`src/rtl/id_inst_queue_pkg.sv`:
```
`timescale 1ns/1ps
`default_nettype none
// ============================================================================
//  Module   : id_inst_queue_pkg
//  Purpose  : Shared widths, entry layout and helpers for the fetch->decode
//             instruction queue.
//  Contents : bus width constants, packed entry struct, pointer-width helper.
//  Revision : 1.0 - initial release
// ============================================================================
package id_inst_queue_pkg;

  // Field widths of the two fetch-side buses that are concatenated per entry.
  localparam int FS_TO_DS_BUS_WD = 64;  // {inst, pc}
  localparam int FS_EX_BUS_WD    = 34;  // {bd, adel, badvaddr}
  localparam int IQ_BUS_WD       = FS_TO_DS_BUS_WD + FS_EX_BUS_WD;
  localparam int IQ_DEPTH        = 4;

  typedef struct packed {
    logic        bd;
    logic        adel;
    logic [31:0] badvaddr;
  } fs_ex_t;

  typedef struct packed {
    logic [31:0] inst;
    logic [31:0] pc;
  } fs_to_ds_t;

  // Matches {fs_ex_bus, fs_to_ds_bus}; pc sits in the low 32 bits.
  typedef struct packed {
    fs_ex_t    ex;
    fs_to_ds_t ds;
  } iq_entry_t;

  // Pointer width for a power-of-two depth; never narrower than one bit.
  function automatic int iq_ptr_wd(input int depth);
    return (depth <= 2) ? 1 : $clog2(depth);
  endfunction

endpackage
`default_nettype wire

```
`src/rtl/id_inst_queue.sv`:
```
`timescale 1ns/1ps
`default_nettype none
// ============================================================================
//  Module   : id_inst_queue
//  Purpose  : DEPTH-entry instruction FIFO between fetch and decode with
//             valid/allowin handshakes, optional fall-through bypass,
//             exception flush and branch-redirect squash that keeps the
//             delay-slot instruction.
//  Ports    : clk, reset (async, active high)
//             fs_to_iq_valid / fs_to_iq_bus / iq_allowin  - fetch side
//             iq_to_ds_valid / iq_to_ds_bus / ds_allowin  - decode side
//             flush        - CP0 exception/eret flush (highest priority)
//             br_redirect  - taken branch handed from decode to exe
//             iq_count     - current occupancy
//  Revision : 1.0 - initial release
// ============================================================================
module id_inst_queue
  import id_inst_queue_pkg::*;
#(
  parameter int DATA_WD = IQ_BUS_WD,
  parameter int DEPTH   = IQ_DEPTH,
  parameter int BYPASS  = 0
) (
  input  logic                       clk,
  input  logic                       reset,
  input  logic                       fs_to_iq_valid,
  input  logic [DATA_WD-1:0]         fs_to_iq_bus,
  output logic                       iq_allowin,
  output logic                       iq_to_ds_valid,
  output logic [DATA_WD-1:0]         iq_to_ds_bus,
  input  logic                       ds_allowin,
  input  logic                       flush,
  input  logic                       br_redirect,
  output logic [$clog2(DEPTH):0]     iq_count
);

  localparam int PTR_W = iq_ptr_wd(DEPTH);
  localparam int CNT_W = $clog2(DEPTH) + 1;
  localparam logic [CNT_W-1:0] FULL_COUNT = CNT_W'(DEPTH);

  // --------------------------------------------------------------------------
  // State
  // --------------------------------------------------------------------------
  logic [DATA_WD-1:0] mem [DEPTH];
  logic [PTR_W-1:0]   rd_ptr;
  logic [PTR_W-1:0]   wr_ptr;
  logic [CNT_W-1:0]   count;
  logic               ds_pending;

  logic [PTR_W-1:0]   rd_ptr_nxt;
  logic [PTR_W-1:0]   wr_ptr_nxt;
  logic [CNT_W-1:0]   count_nxt;
  logic               ds_pending_nxt;
  logic               wr_en;

  // --------------------------------------------------------------------------
  // Handshake decode
  // --------------------------------------------------------------------------
  logic empty;
  logic full;
  logic bypass_hit;   // empty queue presenting the incoming entry directly
  logic push;
  logic pop;
  logic direct;       // entry passes straight through; storage untouched
  logic push_fifo;
  logic pop_fifo;
  logic rem_nz;       // entries remain after this cycle's pop
  logic [PTR_W-1:0] rd_ptr_pop;

  assign empty = (count == '0);
  assign full  = (count == FULL_COUNT);

  generate
    if (BYPASS != 0) begin : g_bypass
      assign bypass_hit   = empty & fs_to_iq_valid;
      assign iq_to_ds_bus = empty ? fs_to_iq_bus : mem[rd_ptr];
    end else begin : g_no_bypass
      assign bypass_hit   = 1'b0;
      assign iq_to_ds_bus = mem[rd_ptr];
    end
  endgenerate

  assign iq_to_ds_valid = ~empty | bypass_hit;
  // Only a full queue looks at ds_allowin, so no path exists otherwise.
  assign iq_allowin     = ~full | ds_allowin;
  assign iq_count       = count;

  assign push      = fs_to_iq_valid & iq_allowin;
  assign pop       = iq_to_ds_valid & ds_allowin;
  assign direct    = bypass_hit & ds_allowin;
  assign push_fifo = push & ~direct;
  assign pop_fifo  = pop & ~direct;

  assign rem_nz     = (count > CNT_W'(pop_fifo));
  assign rd_ptr_pop = rd_ptr + PTR_W'(pop_fifo);

  // --------------------------------------------------------------------------
  // Next-state: flush > redirect-with-survivors > normal push/pop
  // --------------------------------------------------------------------------
  always_comb begin
    rd_ptr_nxt     = rd_ptr_pop;
    wr_ptr_nxt     = wr_ptr;
    count_nxt      = count;
    ds_pending_nxt = ds_pending;
    wr_en          = 1'b0;

    if (flush) begin
      // The pop (if any) was already presented; decode discards it itself.
      rd_ptr_nxt     = wr_ptr;
      count_nxt      = '0;
      ds_pending_nxt = 1'b0;
    end else if (br_redirect && rem_nz) begin
      // Oldest surviving entry is the delay slot; everything younger,
      // including this cycle's push, is squashed.
      wr_ptr_nxt     = rd_ptr_pop + PTR_W'(1);
      count_nxt      = CNT_W'(1);
      ds_pending_nxt = 1'b0;
    end else begin
      wr_en      = push_fifo;
      wr_ptr_nxt = wr_ptr + PTR_W'(push_fifo);
      count_nxt  = count + CNT_W'(push_fifo) - CNT_W'(pop_fifo);
      if (push) begin
        // Any accepted push (stored or passed through) fills a pending slot,
        // and in a redirect cycle it is the delay slot itself.
        ds_pending_nxt = 1'b0;
      end else if (br_redirect) begin
        // Delay slot not fetched yet: remember that the next push is kept.
        ds_pending_nxt = 1'b1;
      end
    end
  end

  always_ff @(posedge clk or posedge reset) begin
    if (reset) begin
      rd_ptr     <= '0;
      wr_ptr     <= '0;
      count      <= '0;
      ds_pending <= 1'b0;
    end else begin
      rd_ptr     <= rd_ptr_nxt;
      wr_ptr     <= wr_ptr_nxt;
      count      <= count_nxt;
      ds_pending <= ds_pending_nxt;
    end
  end

  // Entry storage carries no reset; validity is tracked by count alone.
  always_ff @(posedge clk) begin
    if (wr_en) begin
      mem[wr_ptr] <= fs_to_iq_bus;
    end
  end

endmodule
`default_nettype wire

```
`config.mk`:
```
export PLATFORM = sky130hd
export DESIGN_NAME = id_inst_queue
export DESIGN_NICKNAME = d
export VERILOG_FILES = /design/src/rtl/id_inst_queue_pkg.sv /design/src/rtl/id_inst_queue.sv
export SDC_FILE = /design/constraint.sdc
export NUM_CORES = 1
export LEC_CHECK = 0
export BUFFER_PORTS_ARGS = -buffer_cell sky130_fd_sc_hd__buf_2
export CORE_MARGIN = 3
export CORE_UTILIZATION = 61
export DETAILED_ROUTE_END_ITERATION = 8
export GPL_TIMING_DRIVEN = 0
export PLACE_DENSITY_LB_ADDON = 0.3
export SETUP_SLACK_MARGIN = 0.3
export SYNTH_ARGS = -nofsm -noshare
export SYNTH_HDL_FRONTEND = slang
export SYNTH_SLANG_ARGS = --single-unit
```
`constraint.sdc`:
```
create_clock -name clk -period 25.7 [get_ports clk]
set_clock_uncertainty 0.05 [all_clocks]
set_input_delay 5.14 -clock clk [delete_from_list [all_inputs] [get_ports clk]]
set_output_delay 5.14 -clock clk [all_outputs]
set_load 0.02 [all_outputs]
```
[Yosys cells after proc, flatten, opt, wreduce, memory -nomap -nowiden]
Memories as Yosys holds them, arrays and structs flattened.
Index checks and enable logic that the tools add are counted.
W data, S select, Z words.
Word-level totals
  bits in registers: 7
  RAM bits: 392
  input port bits: 104
  output and inout bits: 103
  word-level logic and storage cells: 26
  memories kept: 1
Operators by class
  add/sub/neg operators: 5
  order comparisons: 1
  equal/unequal tests: 1
  multiplexer cells: 8
  bitwise gates (word level): 5
  reductions and logical operators: 2
Memory list
  mem: words 4, bits a word 98, read ports 1, clocked after memory_dff 0, write ports 1, RTL line id_inst_queue.sv:44  | logic [DATA_WD-1:0] mem [DEPTH];
Operators with widths (number)
  $mux W3: 2
  $add A2 B1 Y2: 2
  $mux W1: 4
  $mux W2: 2
  $add A3 B1 Y3: 1
  $eq A3 B3 Y1 const B: 1
  $gt A3 B1 Y1: 1
  $logic_not A3 Y1: 1
  $sub A3 B1 Y3: 1
  $add A2 B1 Y2 const B: 1
  $and A1 B1 Y1: 2
  $not A1 Y1: 2
  $logic_and A1 B1 Y1: 1
  $or A1 B1 Y1: 1

[Depth between registers and ports, before layout]
  word-level depth: 9
  mapped depth: 10
  mapped depth without buffers: 10

[Worst setup path after synthesis]
OpenSTA, ideal clock, no wires.
  path kind: input -> register
  start point: in ds_allowin
  end point: mem mem[0][0] (netlist name), enable pin
  library setup time: 0.795 ns
  data arrival time: 14.860 ns
  required time: 24.855 ns
  slack: 9.995 ns
  stages: 3
  path buffers: 0
  cells stage by stage: o21ai_0 > a21o_4 > nor4_1
On the way
  word-level cells in the longest chain between the ends: 7
  elaborated cells between the ends (all ways): 9
  classes of those cells: order compare: 1; mux: 4; bitwise: 3; reduce/logical: 1
Ends and longest elaborated chain
  from (decl): RTL line id_inst_queue.sv:31  | input logic ds_allowin,
  $and A1 B1 Y1: RTL line id_inst_queue.sv:89  | assign pop = iq_to_ds_valid & ds_allowin;
  $gt A3 B1 Y1: RTL line id_inst_queue.sv:94  | assign rem_nz = (count > CNT_W'(pop_fifo));
  $logic_and A1 B1 Y1: RTL line id_inst_queue.sv:112  | end else if (br_redirect && rem_nz) begin
  $mux W1 (*): RTL line id_inst_queue.sv:112
  $mux W1 (*): RTL line id_inst_queue.sv:107  | if (flush) begin
  $mux W1 (*): RTL line id_inst_queue.sv:149  | if (wr_en) begin
  $mux W1 (implied by the code) (*): RTL line id_inst_queue.sv:150  | mem[wr_ptr] <= fs_to_iq_bus;
  to (decl): RTL line id_inst_queue.sv:44
Every way passes the cells marked *; elsewhere a longest branch is shown, timed or not.

[Final worst setup path]
  start point: in ds_allowin
  end point: out iq_allowin
On the way
  word-level cells in the longest chain between the ends: 1
Ends and longest elaborated chain
  $or A1 B1 Y1: RTL line id_inst_queue.sv:85  | assign iq_allowin = ~full | ds_allowin;
  to (decl): RTL line id_inst_queue.sv:28  | output logic iq_allowin,
No other way between the ends.

==> summary.txt <==
Global routing
  – Grt ovf: 0
  – GRT Resource Usage Total: 0.2289
  – Largest net degree at the start of global routing: 19
  – Vias in the first global route: 7,665
  – First-pass GRT wire length: 44,730 um
  – Antenna violations before repair: 4

Timing
  – Final setup fails: 0
  – Slew margin rel.: 0.3451
  – Tmin final: 11.33 ns
  – Final period utilization: 0.4408
  – Post-Route Setup TNS: 0 ns
  – Unrepaired setup endpoints after global routing: false
  – Max Clk Rate: 0.08826 GHz
  – Worst Tran Pin Value: 0.9742 ns
  – Pins Over Slew Limit: 0
  – Final hold violation count: 0

Flow run
  – Max Cap Violations: 0

Clocking
  – TritonCTS clock tree: yes
  – Post-CTS setup buffers: 0
  – Maximum buffer depth of the clock tree: 3
  – Inserted Clock Buffers: 39
  – TritonCTS Sinks: 399
  – Worst-path clk slew: 0.06 ns
  – Cts repair resizes: 0
  – Hold_buf cts: 0
  – H-tree depth: 2
  – Worst skew pair latency: 0.51 ns
  – Cell chosen for the clock root: clkbuf_16

Power
  – Peak VDD IR: 0.07389 mV
  – Flop pwr share: 0.418
  – Pwr Density: 107.2 mW/mm2
  – Comb pwr share: 0.295
  – Internal power: 0.001353 W
  – Leak: 6.235 nW
  – Switching share of power: 0.2938
  – Switching Power: 0.0005628 W
  – Clk pwr share: 0.287
  – Final Power: 0.001916 W

Route
  – Total number of vias: 7,050
  – First DRT Iteration DRCs: 510
  – Routed len/inst: 23.71 um
  – DR vias/cell: 5.798
  – DR pass1 iterations: 5
  – # DRC: 0
  – Routed WL: 28,830 um
  – Antenna Nets Post-Route: 0

Setup path
  – Setup Crit Path Kind: in -> out
  – CP Capture Type: output pin
  – FF-to-FF setup slack: 22.32 ns
  – End of the worst register-to-register path: mem[2][80]
  – CP arrival: 6.14 ns
  – CP Launch Type: input pin
  – Worst R2R Path Depth: 9
  – CP required: 20.51 ns
  – Reg2reg start: iq_count[0]
  – Worst-path fanout max: 4

Logic synthesis
  – Post-Syn Nets: 682
  – Yosys warns: 0
  – Synth async-reset ratio: 0.01754
  – Cells after synthesis: 572
  – EDFF count, synth: 392
  – Cell variety after synth: 31
  – Mean Syn Cell Area: 25.57 um2
  – Main synth FF type: edfxtp_1
  – Mapped Area: 0.01463 mm2
  – Synthesized flop and latch total: 399
  – Post-synthesis sequential area ratio: 0.8167

Layout
  – Syn-to-layout area delta: 22.12%
  – Finished Cell Area: 0.01786 mm2
  – Most common cell after layout, fill and taps aside: edfxtp_1
  – Fillers: 1,280
  – Fraction of layout cells with a size suffix above 1: 0.4737
  – Final net count: 975
  – Most frequent cells in the layout: edfxtp_1, buf_2, mux4_2, clkbuf_16, buf_4
  – Final core utilization: 0.7588

Floorplan
  – Top-Level Pins: 207
  – Row count: 56
  – Initial Utilization: 0.6213
  – Die Width: 160.9 um
  – Die area: 0.02587 mm2
  – Die Height: 160.9 um
  – Core Box Area: 0.02354 mm2

Min path
  – Hold_sp: wr_ptr[1]
  – Min-Delay Endpoint: wr_ptr[1]
  – Hold Path Class: reg -> reg
  – Cells on Worst Hold Path: 2

Place
  – GPL Wtd Cong: 0.7229
  – DP Area: 0.01661 mm2
  – Port Buffers: 206
  – HPWL after detailed placement: 19,640 um

Run status
  – Outcome: completed
[power by group through the flow]
stage	Combinational (W)	Sequential [W]	Clock, W
finish	0.000564	0.000801	0.000550
global route	0.000600	0.000806	0.000587
CTS	0.000574	0.000802	0.000560
detailed placement	0.000569	0.000814	0
global placement	0.000531	0.000834	0
floorplan	0.000376	0.000824	0
[through the flow]
stage               hold slack, ns  cells  worst slack, ns
floorplan                   0.5047    572            9.995
global placement            0.5232   1097            3.538
detailed placement          0.6298   1143            14.38
CTS                         0.6469   1214            14.38
global route                0.6647   1216            14.36
finish                      0.6555   1216            14.37
[routing by layer]
metal | vias to the layer above | part of all wire | global-route usage
li1 | 3047 | - | -
met1 | 3675 | 0.39 | 0.3165
met5 | - | 0.00094 | 0
met2 | 278 | 0.52 | 0.3751
met4 | 4 | 0.019 | 0.06453
met3 | 46 | 0.069 | 0.05597
[Yosys cell counts, types with 2 or more instances]
cell type	instances	share of area
a21oi_1	2	0.00068
buf_2	12	0.0041
nor4_1	2	0.00086
nand2_1	4	0.0010
clkbuf_1	8	0.0021
o21ai_0	2	0.00068
xnor2_1	2	0.0012
and2_2	2	0.0010
nor2_1	7	0.0018
edfxtp_1	392	0.80
mux4_2	98	0.15
inv_1	9	0.0023
nand3_1	3	0.0010
dfrtp_1	7	0.012
ha_1	5	0.0043
buf_1	2	0.00051
[worst max path at each step]
stage                      end  slack, ns       start
floorplan            mem[0][0]       10.0  ds_allowin
global placement    mem[0][97]       3.54  ds_allowin
detailed placement  iq_allowin      14.38  ds_allowin
CTS                 iq_allowin      14.38  ds_allowin
global route        iq_allowin      14.36  ds_allowin
finish              iq_allowin      14.37  ds_allowin
[sequential cells by signal (all words and copies together), names as in the netlist]
name and count:
mem 392, rd_ptr 2, iq_count 3, wr_ptr 2
[critical path: stages]
cell and delay (ns):
buf_2 0.12, or4_2 0.69, buf_2 0.19
[layout make-up]
cell class	instances	area, um2	share of cell area
Antenna cell	2	5.005	0.0002802
Clock inverter	18	181.4	0.01016
Multi-Input combinational cell	140	2559	0.1432
Timing Repair Buffer	252	1551	0.08685
Buffer	24	116.4	0.006514
Sequential cell	399	11950	0.6688
Clock buffer	53	1071	0.05996
Tap cell	319	399.1	0.02234
Inverter	9	33.78	0.001891
[cell families after synthesis]
family                   share of synthesized area
AO/OA/AOI/OAI                             0.003592
XOR/XNOR                                  0.001797
adder cells (fa/ha/maj)                   0.005645
buffers and inverters                      0.01026
flip-flops                                  0.8167
multiplexers                                0.1509
AND/OR/NAND/NOR                            0.01112
No activity file was read; power rests on OpenSTA's default activity.
